**config.mk**
```make
export PLATFORM = sky130hd
export DESIGN_NAME = register_file
export DESIGN_NICKNAME = d
export VERILOG_FILES = /design/src/rtl/register_file_pkg.sv /design/src/rtl/regfile_cell.sv /design/src/rtl/register_file.sv
export SDC_FILE = /design/constraint.sdc
export NUM_CORES = 2
export LEC_CHECK = 0
export CAP_MARGIN = 30
export CORE_MARGIN = 1.5
export CORE_UTILIZATION = 30
export DETAILED_ROUTE_END_ITERATION = 12
export HOLD_SLACK_MARGIN = 0.15
export RECOVER_POWER = 50
export SETUP_SLACK_MARGIN = 0.2
export SLEW_MARGIN = 25
export SYNTH_ARGS = -nofsm -noshare
export SYNTH_HDL_FRONTEND = slang
export SYNTH_SLANG_ARGS = --single-unit
```
**constraint.sdc**
```tcl
create_clock -name clk -period 2.6 [get_ports clk]
set_input_delay 0.39 -clock clk [delete_from_list [all_inputs] [get_ports clk]]
set_output_delay 0.39 -clock clk [all_outputs]
set_load 0.05 [all_outputs]
```
**src/rtl/register_file_pkg.sv**
```systemverilog
// Shared definitions for the MIPS general-purpose register file:
// register indices, program-model reset values and the index type.
package register_file_pkg;

    typedef logic [4:0] reg_idx_t;

    localparam reg_idx_t REG_ZERO = 5'd0;
    localparam reg_idx_t REG_GP   = 5'd28;
    localparam reg_idx_t REG_SP   = 5'd29;
    localparam reg_idx_t REG_RA   = 5'd31;

    localparam logic [31:0] SP_INIT_DEFAULT = 32'h7FFF_EFFC;
    localparam logic [31:0] GP_INIT_DEFAULT = 32'h1000_8000;

endpackage

```
**src/rtl/regfile_cell.sv**
```systemverilog
// One register of the file: an enabled flop with a synchronous active-low
// reset to a per-register constant.
module regfile_cell #(
    parameter int                N_BITS  = 32,
    parameter logic [N_BITS-1:0] RST_VAL = '0
) (
    input  logic              clk,
    input  logic              reset,
    input  logic              en,
    input  logic [N_BITS-1:0] d,
    output logic [N_BITS-1:0] q
);

    // Reset wins over a write presented in the same cycle.
    always_ff @(posedge clk) begin
        if (!reset)
            q <= RST_VAL;
        else if (en)
            q <= d;
    end

endmodule

```
**src/rtl/register_file.sv**
```systemverilog
// 32 x N_BITS MIPS register file: two combinational read ports, one
// synchronous write port, hardwired $zero, $gp/$sp reset to program-model values.
module register_file
    import register_file_pkg::*;
#(
    parameter int                N_BITS      = 32,
    parameter logic [N_BITS-1:0] SP_INIT     = N_BITS'(SP_INIT_DEFAULT),
    parameter logic [N_BITS-1:0] GP_INIT     = N_BITS'(GP_INIT_DEFAULT),
    parameter bit                WRITE_FIRST = 1'b0
) (
    input  logic              clk,
    input  logic              reset,
    input  logic              RegWrite,
    input  logic [4:0]        WriteRegister,
    input  logic [N_BITS-1:0] WriteData,
    input  logic [4:0]        ReadRegister1,
    input  logic [4:0]        ReadRegister2,
    output logic [N_BITS-1:0] ReadData1,
    output logic [N_BITS-1:0] ReadData2
);

    logic [N_BITS-1:0] regs [32];

    // $zero has no storage; the read mux sees a constant.
    assign regs[REG_ZERO] = '0;

    for (genvar i = 1; i < 32; i++) begin : g_cell
        localparam logic [N_BITS-1:0] RV = (i == int'(REG_GP)) ? GP_INIT :
                                           (i == int'(REG_SP)) ? SP_INIT : '0;
        logic en;

        assign en = RegWrite && (WriteRegister == reg_idx_t'(i));

        regfile_cell #(
            .N_BITS (N_BITS),
            .RST_VAL(RV)
        ) u_cell (
            .clk  (clk),
            .reset(reset),
            .en   (en),
            .d    (WriteData),
            .q    (regs[i])
        );
    end

    logic bypass1, bypass2;

    // Bypass only when the write will actually land: not to $zero, not under reset.
    assign bypass1 = WRITE_FIRST && reset && RegWrite &&
                     (WriteRegister == ReadRegister1) && (ReadRegister1 != REG_ZERO);
    assign bypass2 = WRITE_FIRST && reset && RegWrite &&
                     (WriteRegister == ReadRegister2) && (ReadRegister2 != REG_ZERO);

    always_comb begin
        ReadData1 = regs[ReadRegister1];
        ReadData2 = regs[ReadRegister2];
        if (bypass1)
            ReadData1 = WriteData;
        if (bypass2)
            ReadData2 = WriteData;
    end

endmodule

```
* Yosys cells after proc, flatten, opt, wreduce, memory -nomap -nowiden
Cells that the tools add are included.
** Storage, ports and cells
- RAM bits :: 0
- Memories kept :: 0
- Bits in latches :: 0
- ROM bits :: 0
- Register bits after elaboration :: 992
- Output and inout bits :: 64
- Logic and storage cells :: 103
- Input bits :: 50
** Operators by class
- Add/sub/neg operators :: 0
- $mul :: 0
- Bitwise operators :: 2
- Equality and inequality tests :: 31
- Reductions and logical operators :: 31
- Multiplexer cells :: 6
- $lt $le $gt $ge :: 2
- Shift operators :: 0
- Divide/modulo/power cells :: 0
** Operators with widths (number)
- binary-select mux 32 bit (select 5 bit) :: 2
- two-way mux 32 bit :: 4
- == test 5 bit, second input constant :: 16
- == test 5 x 4 -> 1 bit, second input constant :: 8
- logical AND 1 bit :: 31
- == test 5 x 3 -> 1 bit, second input constant :: 4
- >= comparator 6 bit, second input constant :: 2
- inverter 5 -> 6 bit :: 2
- == test 5 x 2 -> 1 bit, second input constant :: 2
- == test 5 x 1 -> 1 bit, second input constant :: 1

* Depth between registers and ports, before layout
- Depth in word-level cells :: 4
- Gate-level depth with buffers :: 8

* By module
From an unflattened synthesis, not the netlist that was laid out.
** Second synthesis, totals
- Cells, all modules :: 4655
- Area total of the unflattened synthesis :: 54813.8 um^2
** Modules (own cells, without submodules)
- regfile_cell (g_cell[10].u_cell ...) :: area each 1243.7 um^2, cells an instance 103, instances 29
- register_file :: area each 16351.9 um^2, cells an instance 1462, instances 1
- regfile_cell (g_cell[28].u_cell) :: area each 1238.7 um^2, cells an instance 103, instances 1
- regfile_cell (g_cell[29].u_cell) :: area each 1156.1 um^2, cells an instance 103, instances 1

* Least setup slack after synthesis
OpenSTA, ideal clock, no wires.
- Path type :: input to output
- From :: input port ReadRegister1[0]
- To :: output port ReadData1[0]
- Arrival :: 2.820 ns
- Buffers on the path :: 4
- Stages :: 8
- Data required time :: 2.210 ns
- Slack :: -0.610 ns
- Path through :: buf_2 > buf_2 > buf_2 > buf_2 > mux2i_1 > o22ai_1 > a211oi_1 > o31ai_1
** Between the ends
- Cells in the longest elaborated chain, start to end :: 4
** Ends and longest elaborated chain
- start, declared :: RTL line register_file.sv:16 : input logic [4:0] ReadRegister1,
- inverter 5 -> 6 bit (not written as such) :: RTL line register_file.sv:55 : ReadData1 = regs[ReadRegister1];
- binary-select mux 32 bit (select 5 bit) :: RTL line register_file.sv:55
- two-way mux 32 bit (not written as such) (2 in series) :: RTL line register_file.sv:55
- end, declared :: RTL line register_file.sv:18 : output logic [N_BITS-1:0] ReadData1,
No other way between the ends. The select of a mux whose other input is x is not followed.

* Worst setup path after layout
- From :: input port WriteRegister[4]
- To :: register g_cell[19].u_cell.q[15]
** Between the ends
- Cells in the longest elaborated chain, start to end :: 2
** Ends and longest elaborated chain
- start, declared :: RTL line register_file.sv:14 : input logic [4:0] WriteRegister,
- == test 5 bit :: RTL line register_file.sv:32 : assign en = RegWrite && (WriteRegister == reg_idx_t'(i));
- logical AND 1 bit :: RTL line register_file.sv:32
- end signal, assigned :: RTL line regfile_cell.sv:17 : q <= RST_VAL;
- end signal, assigned :: RTL line regfile_cell.sv:19 : q <= d;
- end, declared :: RTL line regfile_cell.sv:11 : output logic [N_BITS-1:0] q
No other way between the ends.
A chain may end at the register's enable or synchronous reset.

==> flow_metrics.py <==
metrics = {
    "clock_network": {
        "cts-htree-levels": 3,
        "cts_root_buf": "clkbuf_16",
        "cts_buffer_depth": 3,
        "clkSlewWorstSetupHoldPaths_ns": 0.07,
        "clock-sinks": 992,
        "cts_tree": "done",
        "numCtsBuffers": 104,
        "insertion_delay_ns": 0.74,
    },
    "sta": {
        "clock_skew_ns": 0,
        "fin_crit_ns": 2.971,
        "setup_viol": 159,
        "slew_headroom_pct": -10.04,
        "final.setup.worst_slack_ns": -0.3708,
        "finalHoldViolations": 0,
        "worst_pin_slew_ns": 1.651,
        "grt_setup_unrepaired": "yes",
        "drv_slew": 71,
        "period_share_pct": 114.3,
        "fin_hold_ws_ns": 0.4695,
        "fin_tns_setup_ns": -27.90,
        "fmax_mhz": 336.6,
    },
    "placed_design": {
        "pre_cts_slack_ns": -0.5028,
        "place.gp.congestion": 0.8962,
        "dpl.hpwl_um": 143900,
        "port_buffers": 113,
    },
    "critical_path": {
        "crit_path_start_kind": "primary input",
        "crit_path_max_fanout": 14,
        "crit_path_end_kind": "register",
        "cp.arrival_ns": 3.64,
        "crit_type": "primary input to register",
        "crit_required_ns": 3.27,
    },
    "status": {
        "status": "finished with violations",
        "violations": "max-capacitance violations, max-slew violations, negative setup slack",
    },
    "synth": {
        "syn_avg_cell_area_um2": 9.361,
        "ys_types": 31,
        "syn_nets": 5668,
        "ys_ff_latch": 992,
        "synth_area_leaders": "dfxtp_1 38%, mux4_2 21%, nand2_1 14%, a21boi_0 13%, clkbuf_1 3.1%",
        "syn_area_um2": 52590,
        "ys_seq_area_share_pct": 37.76,
        "syn_inst": 5618,
        "ys.warnings.count": 0,
        "yosys.area.top_type_share_pct": 37.76,
        "yosys.area.top_type": "dfxtp_1",
    },
    "global_routing": {
        "first_global_vias": 45300,
        "grt_max_degree": 143,
        "grt_pass1_wl_um": 323800,
        "antenna_found_initial": 4,
        "grt-ovfl-total": 0,
        "grt.total_usage_pct": 24.65,
    },
    "final_layout": {
        "fillCellCount": 16820,
        "area_delta_synth_final_pct": 24.55,
        "final_core_utilization_pct": 37.64,
        "final_cell_mix": "1989 x nand2_1, 925 x a21boi_0, 809 x dfxtp_1",
        "seq_area_um2": 20090,
        "drive_above_1_share_pct": 28.32,
        "regMostFlops": "g_cell.u_cell.q",
        "multi_input_area_um2": 31250,
        "reg.largest.list": "g_cell.u_cell.q (992)",
        "largest_register_ffs": 992,
        "nets": 5829,
        "layout_commonest_cell": "nand2_1",
    },
    "power_and_ir_drop": {
        "power.total_uw": 35280,
        "ir_drop_v": 0.0005265,
        "power_density_nw_per_um2": 538.6,
        "leakage_uw": 0.02199,
    },
    "routing": {
        "drt-pass1-iter-count": 7,
        "wl_per_cell_um": 27.62,
        "vias": 46770,
        "ant_nets": 0,
        "post-route-drc-count": 0,
        "drt_iter0_markers": 5615,
        "totalWireLength_um": 226200,
        "drt-vias-per-instance": 5.709,
    },
    "die": {
        "die_h_um": 421.7,
        "rows": 153,
        "ios": 114,
        "initial_core_util_pct": 30.22,
        "die_w_um": 421.7,
        "core_um2": 174000,
        "die_area_um2": 177800,
    },
    "hold_path": {
        "hold_class": "primary input to register",
    },
    "run": {
        "drv_cap": 3,
    },
}
## critical path, stage by stage
cell and delay (ns):
dlygate4sd3_1 0.52, clkbuf_1 0.52, and4bb_2 0.52, and2_2 0.21, clkbuf_1 1.15, nand2_1 0.14, a21boi_1 0.18
## through the flow
step | area [um^2] | instances
floorplan | 53680 | 5618
global placement | 61130 | 7926
detailed placement | 61130 | 7926
CTS | 65710 | 8162
global route | 65500 | 8192
finish | 65500 | 8192
## report_power, final
group | internal [uW] | switching (uW) | leakage, uW
registers | 15300 | 98.3 | 0.00808
logic | 1610 | 2190 | 0.0122
clock network | 9160 | 6910 | 0.00176
total | 26100 | 9200 | 0.0220
## worst paths after layout
kind                      startpoint                 endpoint  slack, ns  cells after the start
max reg2reg  g_cell[23].u_cell.q[24]  g_cell[23].u_cell.q[24]       1.75                      4
max                 WriteRegister[4]  g_cell[19].u_cell.q[15]      -0.37                      7
min reg2reg  g_cell[23].u_cell.q[23]  g_cell[23].u_cell.q[23]       0.47                      2
min                    WriteData[16]  g_cell[15].u_cell.q[16]       0.47                      4
## cell usage after synthesis
| cell | instances |
|---|---|
| a211oi_1 | 32 |
| a21boi_0 | 884 |
| a21boi_1 | 78 |
| a22o_1 | 128 |
| and2_0 | 6 |
| and2_1 | 43 |
| and4_1 | 1 |
| and4b_1 | 3 |
| and4bb_2 | 3 |
| buf_1 | 82 |
| buf_2 | 75 |
| buf_4 | 9 |
| buf_6 | 4 |
| clkbuf_1 | 430 |
| dfxtp_1 | 992 |
| inv_1 | 1 |
| mux2_2 | 96 |
| mux2i_1 | 96 |
| mux4_2 | 480 |
| nand2_1 | 2017 |
| nand2b_1 | 3 |
| nand3_1 | 30 |
| nand4_1 | 1 |
| nand4b_1 | 3 |
| nor2_1 | 14 |
| nor2b_1 | 6 |
| nor3_1 | 4 |
| nor4b_2 | 1 |
| o21ai_0 | 32 |
| o22ai_1 | 32 |
| o31ai_1 | 32 |
## routing by layer
metal  part of all wire, %  vias up  GRT usage (%)
li1                      -    19990              -
met1                    38    23180          31.04
met2                    44     2793          38.63
met3                    10      807          4.476
met4                   7.7        2          16.25
met5                0.0031        -              0
## cells by family after synthesis
logic type / Yosys count / synth area share, %
AND/OR/NAND/NOR: 2135 / 15.75
AO/OA/AOI/OAI: 1218 / 17.46
flip-flops: 992 / 37.76
multiplexers: 672 / 24.44
buffers and inverters: 601 / 4.589
## cell type report
type,count,area share (%)
Antenna cell,1,0.003820
Clock buffer,139,4.483
Clock inverter,54,1.028
Inverter,1,0.005731
Multi-Input combinational cell,4025,47.71
Sequential cell,992,30.67
Tap cell,2325,4.441
Timing Repair Buffer,655,11.66
## timing repair
| action | CTS | global route |
|---|---|---|
| hold buffers | 1 | 0 |
| cloned | 0 | 3 |
| hold endpoints to repair | 60 | 0 |
| buffers inserted | 42 | 26 |
| gates resized for setup | 253 | 81 |
| pin swaps | 45 | 26 |
| setup endpoints to repair | 64 | 64 |
Note: power is estimated with default switching activity, not from simulation.
